[config.mk]
export PLATFORM = sky130hd
export DESIGN_NAME = multicycle_ctrl_v2
export DESIGN_NICKNAME = d
export VERILOG_FILES = /design/src/rtl/mc_ctrl_pkg.sv /design/src/rtl/multicycle_ctrl_v2_cond_unit.sv /design/src/rtl/multicycle_ctrl_v2.sv
export SDC_FILE = /design/constraint.sdc
export NUM_CORES = 1
export LEC_CHECK = 0
export CAP_MARGIN = 5
export CORE_MARGIN = 1
export CORE_UTILIZATION = 40
export CTS_BUF_LIST = sky130_fd_sc_hd__clkbuf_4 sky130_fd_sc_hd__clkbuf_8 sky130_fd_sc_hd__clkbuf_16
export CTS_CLUSTER_SIZE = 28
export DETAILED_ROUTE_END_ITERATION = 16
export GPL_ROUTABILITY_DRIVEN = 1
export PLACE_DENSITY = 0.72
export SLEW_MARGIN = 10
export SYNTH_ARGS = -nofsm -noshare
export SYNTH_HDL_FRONTEND = slang
export SYNTH_SLANG_ARGS = --single-unit
[constraint.sdc]
create_clock -name clk -period 3.7 [get_ports clk]
set_input_delay 1.11 -clock clk [delete_from_list [all_inputs] [get_ports clk]]
set_output_delay 1.11 -clock clk [all_outputs]
set_load 0.01 [all_outputs]
[src/rtl/mc_ctrl_pkg.sv]
// Shared encodings for the multicycle controller: FSM states, ALU operations,
// data-processing command codes, condition codes and the registered control word.
package mc_ctrl_pkg;

  typedef enum logic [3:0] {
    FETCH,
    DECODE,
    MEMADR,
    MEMREAD,
    MEMWB,
    MEMWRITE,
    EXECUTER,
    EXECUTEI,
    ALUWB,
    BRANCH,
    BLINK
  } state_t;

  // ALUControl encodings (3-bit master form, truncated at the top level)
  localparam logic [2:0] ALU_ADD = 3'b000;
  localparam logic [2:0] ALU_SUB = 3'b001;
  localparam logic [2:0] ALU_AND = 3'b010;
  localparam logic [2:0] ALU_ORR = 3'b011;
  localparam logic [2:0] ALU_EOR = 3'b100;

  // Data-processing cmd field Instr[24:21]
  localparam logic [3:0] CMD_AND = 4'b0000;
  localparam logic [3:0] CMD_EOR = 4'b0001;
  localparam logic [3:0] CMD_SUB = 4'b0010;
  localparam logic [3:0] CMD_ADD = 4'b0100;
  localparam logic [3:0] CMD_TST = 4'b1000;
  localparam logic [3:0] CMD_CMP = 4'b1010;
  localparam logic [3:0] CMD_ORR = 4'b1100;

  // Instruction class Instr[27:26]
  localparam logic [1:0] OP_DP  = 2'b00;
  localparam logic [1:0] OP_MEM = 2'b01;
  localparam logic [1:0] OP_BR  = 2'b10;

  // Condition codes Instr[31:28]
  localparam logic [3:0] COND_EQ = 4'b0000;
  localparam logic [3:0] COND_NE = 4'b0001;
  localparam logic [3:0] COND_CS = 4'b0010;
  localparam logic [3:0] COND_CC = 4'b0011;
  localparam logic [3:0] COND_MI = 4'b0100;
  localparam logic [3:0] COND_PL = 4'b0101;
  localparam logic [3:0] COND_VS = 4'b0110;
  localparam logic [3:0] COND_VC = 4'b0111;
  localparam logic [3:0] COND_HI = 4'b1000;
  localparam logic [3:0] COND_LS = 4'b1001;
  localparam logic [3:0] COND_GE = 4'b1010;
  localparam logic [3:0] COND_LT = 4'b1011;
  localparam logic [3:0] COND_GT = 4'b1100;
  localparam logic [3:0] COND_LE = 4'b1101;
  localparam logic [3:0] COND_AL = 4'b1110;

  // Raw (ungated) control word held alongside the state register
  typedef struct packed {
    logic [1:0] srca;
    logic [1:0] srcb;
    logic [1:0] ressrc;
    logic [2:0] aluc;
    logic       adrsrc;
    logic       irwrite;
    logic       nextpc;
    logic       regw;
    logic       memw;
    logic       branch;
    logic       link;
  } ctl_t;

endpackage

[src/rtl/multicycle_ctrl_v2_cond_unit.sv]
// Condition evaluation and the architectural NZCV flags register.
module cond_unit
  import mc_ctrl_pkg::*;
(
  input  logic       clk,
  input  logic       rst,
  input  logic [3:0] cond,
  input  logic [3:0] aluflags,
  input  logic       flag_en,
  input  logic       cv_en,
  output logic       condex
);

  logic [3:0] flags;
  logic       n, z, c, v;

  assign {n, z, c, v} = flags;

  // Evaluate the instruction's condition against the current flags
  always_comb begin
    condex = 1'b0;
    case (cond)
      COND_EQ: condex = z;
      COND_NE: condex = ~z;
      COND_CS: condex = c;
      COND_CC: condex = ~c;
      COND_MI: condex = n;
      COND_PL: condex = ~n;
      COND_VS: condex = v;
      COND_VC: condex = ~v;
      COND_HI: condex = c & ~z;
      COND_LS: condex = ~(c & ~z);
      COND_GE: condex = (n == v);
      COND_LT: condex = (n != v);
      COND_GT: condex = ~z & (n == v);
      COND_LE: condex = z | (n != v);
      COND_AL: condex = 1'b1;
      default: condex = 1'b0;
    endcase
  end

  // Latch NZ on every enabled flag-setting op; CV only for arithmetic ops
  always_ff @(posedge clk or posedge rst) begin
    if (rst) begin
      flags <= '0;
    end else if (flag_en && condex) begin
      flags[3:2] <= aluflags[3:2];
      if (cv_en) flags[1:0] <= aluflags[1:0];
    end
  end

endmodule

[src/rtl/multicycle_ctrl_v2.sv]
// Multicycle ARM-subset controller: FSM, instruction decode and
// condition-gated datapath strobes.
module multicycle_ctrl_v2
  import mc_ctrl_pkg::*;
#(
  parameter int unsigned ALUC_W = 3,
  parameter int unsigned HAS_BL = 1
) (
  input  logic              clk,
  input  logic              reset,
  input  logic [19:0]       Instr,
  input  logic [3:0]        ALUFlags,
  output logic              PCWrite,
  output logic              MemWrite,
  output logic              RegWrite,
  output logic              IRWrite,
  output logic              AdrSrc,
  output logic [1:0]        RegSrc,
  output logic [1:0]        ALUSrcA,
  output logic [1:0]        ALUSrcB,
  output logic [1:0]        ResultSrc,
  output logic [1:0]        ImmSrc,
  output logic [ALUC_W-1:0] ALUControl,
  output logic              LinkWr
);

  state_t     state, nxt;
  ctl_t       ctl;
  logic       condex;
  logic [3:0] cond, cmd;
  logic [1:0] op;
  logic       ibit, sbit, lbit;
  logic [2:0] dp_alu;
  logic       dp_ok, dp_nowrite, dp_forced_s, dp_cv;
  logic       flag_en;
  logic       unused_instr;

  // Instr carries bits [31:12]; field offsets are shifted down by 12
  assign cond = Instr[19:16];
  assign op   = Instr[15:14];
  assign ibit = Instr[13];
  assign lbit = Instr[12];
  assign cmd  = Instr[12:9];
  assign sbit = Instr[8];
  assign unused_instr = ^Instr[7:0];

  // Decode the data-processing command into ALU op and write/flag policy
  always_comb begin
    dp_alu      = ALU_ADD;
    dp_ok       = 1'b1;
    dp_nowrite  = 1'b0;
    dp_forced_s = 1'b0;
    dp_cv       = 1'b0;
    case (cmd)
      CMD_ADD: begin dp_alu = ALU_ADD; dp_cv = 1'b1; end
      CMD_SUB: begin dp_alu = ALU_SUB; dp_cv = 1'b1; end
      CMD_AND: dp_alu = ALU_AND;
      CMD_ORR: dp_alu = ALU_ORR;
      CMD_CMP: begin
        dp_alu = ALU_SUB; dp_nowrite = 1'b1; dp_forced_s = 1'b1; dp_cv = 1'b1;
      end
      CMD_EOR: begin
        if (ALUC_W >= 3) dp_alu = ALU_EOR;
        else begin dp_ok = 1'b0; dp_nowrite = 1'b1; end
      end
      CMD_TST: begin
        if (ALUC_W >= 3) begin
          dp_alu = ALU_AND; dp_nowrite = 1'b1; dp_forced_s = 1'b1;
        end else begin
          dp_ok = 1'b0; dp_nowrite = 1'b1;
        end
      end
      default: begin dp_ok = 1'b0; dp_nowrite = 1'b1; end
    endcase
  end

  assign flag_en = ((state == EXECUTER) || (state == EXECUTEI)) && dp_ok &&
                   (sbit || dp_forced_s);

  cond_unit u_cond (
    .clk      (clk),
    .rst      (reset),
    .cond     (cond),
    .aluflags (ALUFlags),
    .flag_en  (flag_en),
    .cv_en    (dp_cv),
    .condex   (condex)
  );

  // Next-state selection
  always_comb begin
    nxt = FETCH;
    case (state)
      FETCH:    nxt = DECODE;
      DECODE: begin
        case (op)
          OP_MEM:  nxt = MEMADR;
          OP_DP:   nxt = ibit ? EXECUTEI : EXECUTER;
          OP_BR:   nxt = ((HAS_BL != 0) && lbit) ? BLINK : BRANCH;
          default: nxt = FETCH;
        endcase
      end
      MEMADR:   nxt = sbit ? MEMREAD : MEMWRITE;
      MEMREAD:  nxt = MEMWB;
      EXECUTER: nxt = ALUWB;
      EXECUTEI: nxt = ALUWB;
      BLINK:    nxt = BRANCH;
      default:  nxt = FETCH;
    endcase
  end

  function automatic ctl_t ctl_for(input state_t s, input logic [2:0] alu,
                                   input logic nowrite);
    ctl_t c;
    c = '0;
    case (s)
      FETCH: begin
        c.irwrite = 1'b1; c.nextpc = 1'b1;
        c.srca = 2'b01; c.srcb = 2'b10; c.ressrc = 2'b10; c.aluc = ALU_ADD;
      end
      DECODE: begin
        c.srca = 2'b01; c.srcb = 2'b10; c.ressrc = 2'b10; c.aluc = ALU_ADD;
      end
      MEMADR:   begin c.srca = 2'b00; c.srcb = 2'b01; c.aluc = ALU_ADD; end
      MEMREAD:  begin c.adrsrc = 1'b1; c.ressrc = 2'b00; end
      MEMWB:    begin c.ressrc = 2'b01; c.regw = 1'b1; end
      MEMWRITE: begin c.adrsrc = 1'b1; c.memw = 1'b1; end
      EXECUTER: begin c.srca = 2'b00; c.srcb = 2'b00; c.aluc = alu; end
      EXECUTEI: begin c.srca = 2'b00; c.srcb = 2'b01; c.aluc = alu; end
      ALUWB:    begin c.ressrc = 2'b00; c.regw = ~nowrite; end
      BLINK: begin
        c.srca = 2'b01; c.srcb = 2'b11; c.ressrc = 2'b10;
        c.link = 1'b1; c.regw = 1'b1;
      end
      BRANCH: begin
        c.srca = 2'b10; c.srcb = 2'b01; c.ressrc = 2'b10;
        c.aluc = ALU_ADD; c.branch = 1'b1;
      end
      default: c = '0;
    endcase
    return c;
  endfunction

  // State register; the raw control word is registered for the state being entered
  always_ff @(posedge clk or posedge reset) begin
    if (reset) begin
      state <= FETCH;
      ctl   <= ctl_for(FETCH, ALU_ADD, 1'b0);
    end else begin
      state <= nxt;
      ctl   <= ctl_for(nxt, dp_alu, dp_nowrite);
    end
  end

  // Gate write strobes by the condition and hold everything low during reset
  always_comb begin
    PCWrite    = 1'b0;
    MemWrite   = 1'b0;
    RegWrite   = 1'b0;
    IRWrite    = 1'b0;
    AdrSrc     = 1'b0;
    RegSrc     = '0;
    ALUSrcA    = '0;
    ALUSrcB    = '0;
    ResultSrc  = '0;
    ImmSrc     = '0;
    ALUControl = '0;
    LinkWr     = 1'b0;
    if (!reset) begin
      PCWrite    = ctl.nextpc | (ctl.branch & condex);
      MemWrite   = ctl.memw & condex;
      RegWrite   = ctl.regw & condex;
      LinkWr     = ctl.link & condex;
      IRWrite    = ctl.irwrite;
      AdrSrc     = ctl.adrsrc;
      RegSrc     = {(op == OP_MEM) & ~sbit, (op == OP_BR)};
      ALUSrcA    = ctl.srca;
      ALUSrcB    = ctl.srcb;
      ResultSrc  = ctl.ressrc;
      ImmSrc     = op;
      ALUControl = ALUC_W'(ctl.aluc);
    end
  end

endmodule
; ---- After elaboration in Yosys (flattened, before gate mapping)
; Index checks and enable logic that the tools add are counted.
[op_classes]
eq_ne = 40
mux = 31
bitwise = 15
n_reduce_logical = 24
[ops]
columns = op, count
row1 = $eq 4x4->1 const B, 14
row2 = $eq 4x3->1 const B, 11
row3 = $eq 4x2->1 const B, 7
row4 = $pmux 4 s6, 1
row5 = $reduce_or 2->1, 9
row6 = $eq 4x1->1 const B, 4
row7 = $logic_not 4->1, 4
row8 = $pmux 4 s4, 1
row9 = $pmux 1 s15, 1
row10 = $mux 1, 14
row11 = $mux 2, 7
row12 = $pmux 3 s4, 1
row13 = $pmux 4 s3, 1
row14 = $mux 3, 3
row15 = $and 1x1->1, 7
row16 = $reduce_or 7->1, 1
row17 = $not 1->1, 6
row18 = $reduce_or 5->1, 1
row19 = $pmux 2 s2, 1
row20 = $reduce_or 4->1, 1
row21 = $logic_and 1x1->1, 3
row22 = $reduce_or 3->1, 1
row23 = $eq 2x1->1 const B, 1
row24 = $eq 2x2->1 const B, 1
row25 = 7 further kinds, 9
[totals]
register_bits = 24
inputBits = 26
out_inout_bits = 19
wordCells = 124

; ---- Longest topological paths before layout
; Gate-level depths: netlist (run 1).
[depth]
depth_word = 7
depth_mapped = 7
mapped_depth_nobuf = 6

; ---- Hierarchy
; Synthesis (run 1) repeated with hierarchy kept, for this count alone.
[unflattened]
cells_unflattened = 138
area_unflattened_um2 = 1323.8
[modules_own_cells]
columns = module, instances, cells_per_inst, area_each_um2, seq_area_each_um2
row1 = multicycle_ctrl_v2, 1, 101, 985.9, 454.2
row2 = cond_unit, 1, 37, 337.8, 100.1

; ---- Worst setup path after synthesis (run 1)
; No wires, ideal clock.
[synth_timing]
kind = input port to output port
from = in Instr[16]
to = out LinkWr
arrival_time_ps = 2135
required_time_ps = 2590
slack_ps = 455
path_stages = 5
n_path_buf = 0
cell_sequence = or2_2 a2bb2oi_1 o221ai_1 o221ai_2 and3_2
[synth_between]
elab_chain_cells = 4
word_cells_on_any_way = 18
classes_between = 14 x eq/ne / 2 x mux / 1 x bitwise / 1 x reduce/logical
[synth_lines]
columns = item, line_no
row1 = "start, declared", multicycle_ctrl_v2.sv:11  ; input logic [19:0] Instr,
row2 = $eq 4x4->1 (tied with other cells), multicycle_ctrl_v2_cond_unit.sv:22  ; case (cond)
row3 = $pmux 1 s15 *, multicycle_ctrl_v2_cond_unit.sv:22
row4 = $and 1x1->1 *, multicycle_ctrl_v2.sv:173  ; LinkWr = ctl.link & condex;
row5 = $mux 1 *, multicycle_ctrl_v2.sv:169  ; if (!reset) begin
row6 = "end, declared", multicycle_ctrl_v2.sv:24  ; output logic LinkWr
; Mark *: on every way between the ends. The rest lies on a longest branch, timed or not.

; ---- Final worst setup path (run 1)
[layout_timing]
from = in Instr[17]
to = out LinkWr
; The elaborated chain is that of the path after synthesis.

==> results list, run 1 <==
* Run status: complete, no violations
* Grt met3 use: under 10%
* Transition at the pin with the smallest max-transition slack: between 400 and 500 ps
- Clock Latency Late Sink: a little over 300 ps
- Grt met2 use: ~34%
* Antenna Diode Count: 0
- Number of filler cells placed in the layout: between 200 and 300
* WS Path Type: input port to output port
* Number of global-route vias before repair: approximately 1200
- The worst-case IR drop observed on VDD is around 0.28 mV.
* Min-Delay Path Class: flip-flop to flip-flop
- Total count of max-transition violations in the final report: 0
* Global placer's final weighted congestion: around 0.81
- Largest net degree at the start of global routing: 14
- For this run, the leading register cell type out of synthesis is sky130_fd_sc_hd__dfrtp_1.
- Fraction of met1 tracks used by global routing: 22.5%
* Die Area: roughly 3500 sq um
- Async set-reset flop share out of synthesis: between 90% and 100%
- Area of the multi-input gates: 721 sq um
- The mapped netlist covers around 1300 sq um.
- Synthesis handed over a netlist of approximately 140 instances.
* Standard cell area after detailed placement: between 1500 and 2000 sq um
- Aggregate global routing overflow: 0
- STA classifies the critical path startpoint as an input port.
- Max-slew headroom: 71.4%
- Wire length reported by the detailed router: roughly 3000 um
- Ratio of cells with drive above 1 in the final layout: around 25%
- The floorplan step set the die width to roughly 59 um.
- The worst setup path is captured at an output port.
- Most frequent standard cell in the layout excluding fill and tap cells: sky130_fd_sc_hd__clkdlybuf4s50_1
- The area growth from synthesis to layout is 43.0%.
- Pwr dens: ~520 nW/um^2
* Final total power: slightly below 1 mW
* Initial DRT Pass Iterations: 4
- CP Max Fanout: 6
* Antenna violations before repair: 0
- Counting the buffers created by CTS gives 3.
- Sequential standard cell area: between 500 and 600 sq um
- In the layout the commonest cells are sky130_fd_sc_hd__clkdlybuf4s50_1 (26), sky130_fd_sc_hd__dfrtp_1 (19), sky130_fd_sc_hd__buf_4 (17).
* Number of max-cap violations: 0
- Number of I/O port buffers: 36
- At the worst endpoint, the arrival time is around 2500 ps.
* Share of the cycle needed by the critical path after routing: 98.4%
- Number of distinct library cell variants in the gate-level netlist after synthesis: 43
- H-tree lvl count: 1
* Clk root buf: sky130_fd_sc_hd__clkbuf_4
- Clock tree from TritonCTS: built
- Final-report setup violation count: 0
- DR iter-0 viols: 46
- Leakage power figure: 0.876 nW
- At the worst endpoint, the required time is about 2600 ps.
* Final Critical Period: about 3600 ps
- EDFF count, synth: 0
* Starting Density: 42.8%
- Global-route wire length before repair: about 5000 um
* Routed wire per std cell: 12.6 um
* Sum of negative setup slack: 0 ps
- In this run the count of I/O pins placed on the die edge is 45.
- The number of failing hold endpoints at the final stage came to 0.
- Of the post-synthesis cell area, the dominant cell type holds approximately 36%.
- Cell accounting for the most synthesized area: sky130_fd_sc_hd__dfrtp_1
* Global Route Usage Sum: 18.7%
- The synthesized design contains 22 register bits.
- Clock Skews: 10.7 ps
* Top cells by area, synth: sky130_fd_sc_hd__dfrtp_1 (36%), sky130_fd_sc_hd__nor2b_1 (7.1%), sky130_fd_sc_hd__dfstp_2 (6.0%)
- Antenna-violating nets left: 0
- Die height: 59.4 um
- Buffers from clock root to sink, at most: 2
- Setup repair after global routing missed its margin: false
- Detailed placement finished with a half-perimeter wire length of roughly 2300 um.
- Warnings from Yosys: 0
- Total number of placement rows: 20
- Post-route DRC: 0
- GR peak layer: met2
* Post-Syn Area per Cell: between 9 and 10 sq um
* Core Region: between 3000 and 4000 sq um
- Post-Syn Nets: about 170
- Using the TritonRoute via totals, the vias-per-cell ratio works out to roughly 5.2.
- Summing the sequential cell areas from Yosys gives a little over two fifths of the chip area.
- The clock drives 22 sinks.
* Via total after detailed routing: between 1000 and 1500
* Non-Filler Cell Area, Final: 1880 sq um
* Fmax: ~0.27 GHz
- Clock-pin slew was measured on the worst setup and hold paths at roughly 120 ps.
- In the final design database the tool counted around 220 nets.
metrics by stage:
step | hold WS, ps | cells | worst slack, ps | util, %
final | 622 | 239 | 60.9 | 61.2
after CTS | 621 | 239 | 15.6 | 61.2
after global routing | 658 | 239 | 28.7 | 61.2
after global placement | 579 | 232 | -575 | 58.9
after detailed placement | 589 | 232 | -624 | 58.9
after floorplan | 533 | 143 | 455 | -
worst paths after layout:
kind                                             start                          end  slack [ps]  depth (start not counted)
setup / recovery                             Instr[17]                       LinkWr          60                          7
hold / removal                      state[2]$_DFF_PP0_             ctl[2]$_DFF_PP0_         620                          1
setup reg to reg           u_cond.flags[3]$_DFFE_PP0P_  u_cond.flags[3]$_DFFE_PP0P_        1570                          9
hold reg to reg                     state[2]$_DFF_PP0_             ctl[2]$_DFF_PP0_         620                          1
max in group asynchronous                        reset             ctl[5]$_DFF_PP1_        2470                          3
min in group asynchronous                        reset  u_cond.flags[3]$_DFFE_PP0P_        1000                          3
cells in the mapped netlist, types with 3 or more instances:
master / instances
sky130_fd_sc_hd__dfrtp_1: 19
sky130_fd_sc_hd__nor2b_1: 15
sky130_fd_sc_hd__inv_1: 11
sky130_fd_sc_hd__nand2_1: 9
sky130_fd_sc_hd__a21oi_1: 8
sky130_fd_sc_hd__nor2_1: 8
sky130_fd_sc_hd__o21ai_0: 8
sky130_fd_sc_hd__nand2b_1: 5
sky130_fd_sc_hd__mux2_2: 4
sky130_fd_sc_hd__nand3_1: 4
sky130_fd_sc_hd__nand3b_1: 4
sky130_fd_sc_hd__and3_2: 3
sky130_fd_sc_hd__dfstp_2: 3
sky130_fd_sc_hd__o211a_1: 3
sky130_fd_sc_hd__o21a_1: 3
state kept, by name, summed over array words and instances (netlist names):
name	flops
ctl	14
u_cond.flags	4
state	4
power by group:
part	internal (mW)	switching (mW)	total [mW]
Combinational	0.207	0.199	0.406
Clock	0.110	0.0688	0.178
Sequential	0.327	0.0698	0.397
per-layer routing:
layer / part of all wire [%] / vias up
met5: 0 / -
met1: 44 / 579
li1: - / 610
met2: 52 / 40
met3: 4.2 / 3
met4: 0.56 / 0
critical path, cell delays in order:
cell and delay [ps]:
sky130_fd_sc_hd__buf_2 140, sky130_fd_sc_hd__or2_4 270, sky130_fd_sc_hd__a2bb2oi_1 140, sky130_fd_sc_hd__o221ai_1 190, sky130_fd_sc_hd__o221ai_2 160, sky130_fd_sc_hd__and3_2 240
sky130_fd_sc_hd__dlygate4sd2_1 280
area by class of cell:
type,instances,share of cell area [%]
Clock buffer,3,1.20
Clock inverter,1,1.59
Inverter,11,2.19
Multi-Input combinational cell,105,38.2
Sequential cell,22,29.4
Tap cell,44,2.92
Timing Repair Buffer,53,24.4
cell families (layout without fill, tap and decap cells):
family	Yosys count	in the layout	share of synthesized area (%)
and+or+nand+nor	61	61	26.9
AOI/OAI and AO/OA	38	38	21.1
DFF	22	22	42.1
buffers and inverters	16	68	5.13
muxes	5	5	4.18
xor gates and xnor gates	1	1	0.665
timing repair:
item / 4_1_cts / 5_1_grt
buffers inserted: 3 / 0
endpoints found under the setup margin: 5 / 6
hold buffers: 0 / 0
pin swaps: 4 / 1
gates resized for setup: 25 / 4
Note: power is estimated with default switching activity, not from simulation.
==> run 2, diff against run 1 <==
--- a/config.mk
+++ b/config.mk
@@ -9,7 +9,6 @@
 export CORE_MARGIN = 1
 export CORE_UTILIZATION = 40
 export CTS_BUF_LIST = sky130_fd_sc_hd__clkbuf_4 sky130_fd_sc_hd__clkbuf_8 sky130_fd_sc_hd__clkbuf_16
-export CTS_CLUSTER_SIZE = 28
 export DETAILED_ROUTE_END_ITERATION = 16
 export GPL_ROUTABILITY_DRIVEN = 1
 export PLACE_DENSITY = 0.72
==> results of run 2 <==
Final layout, timing and power as in run 1 (identical DEF).
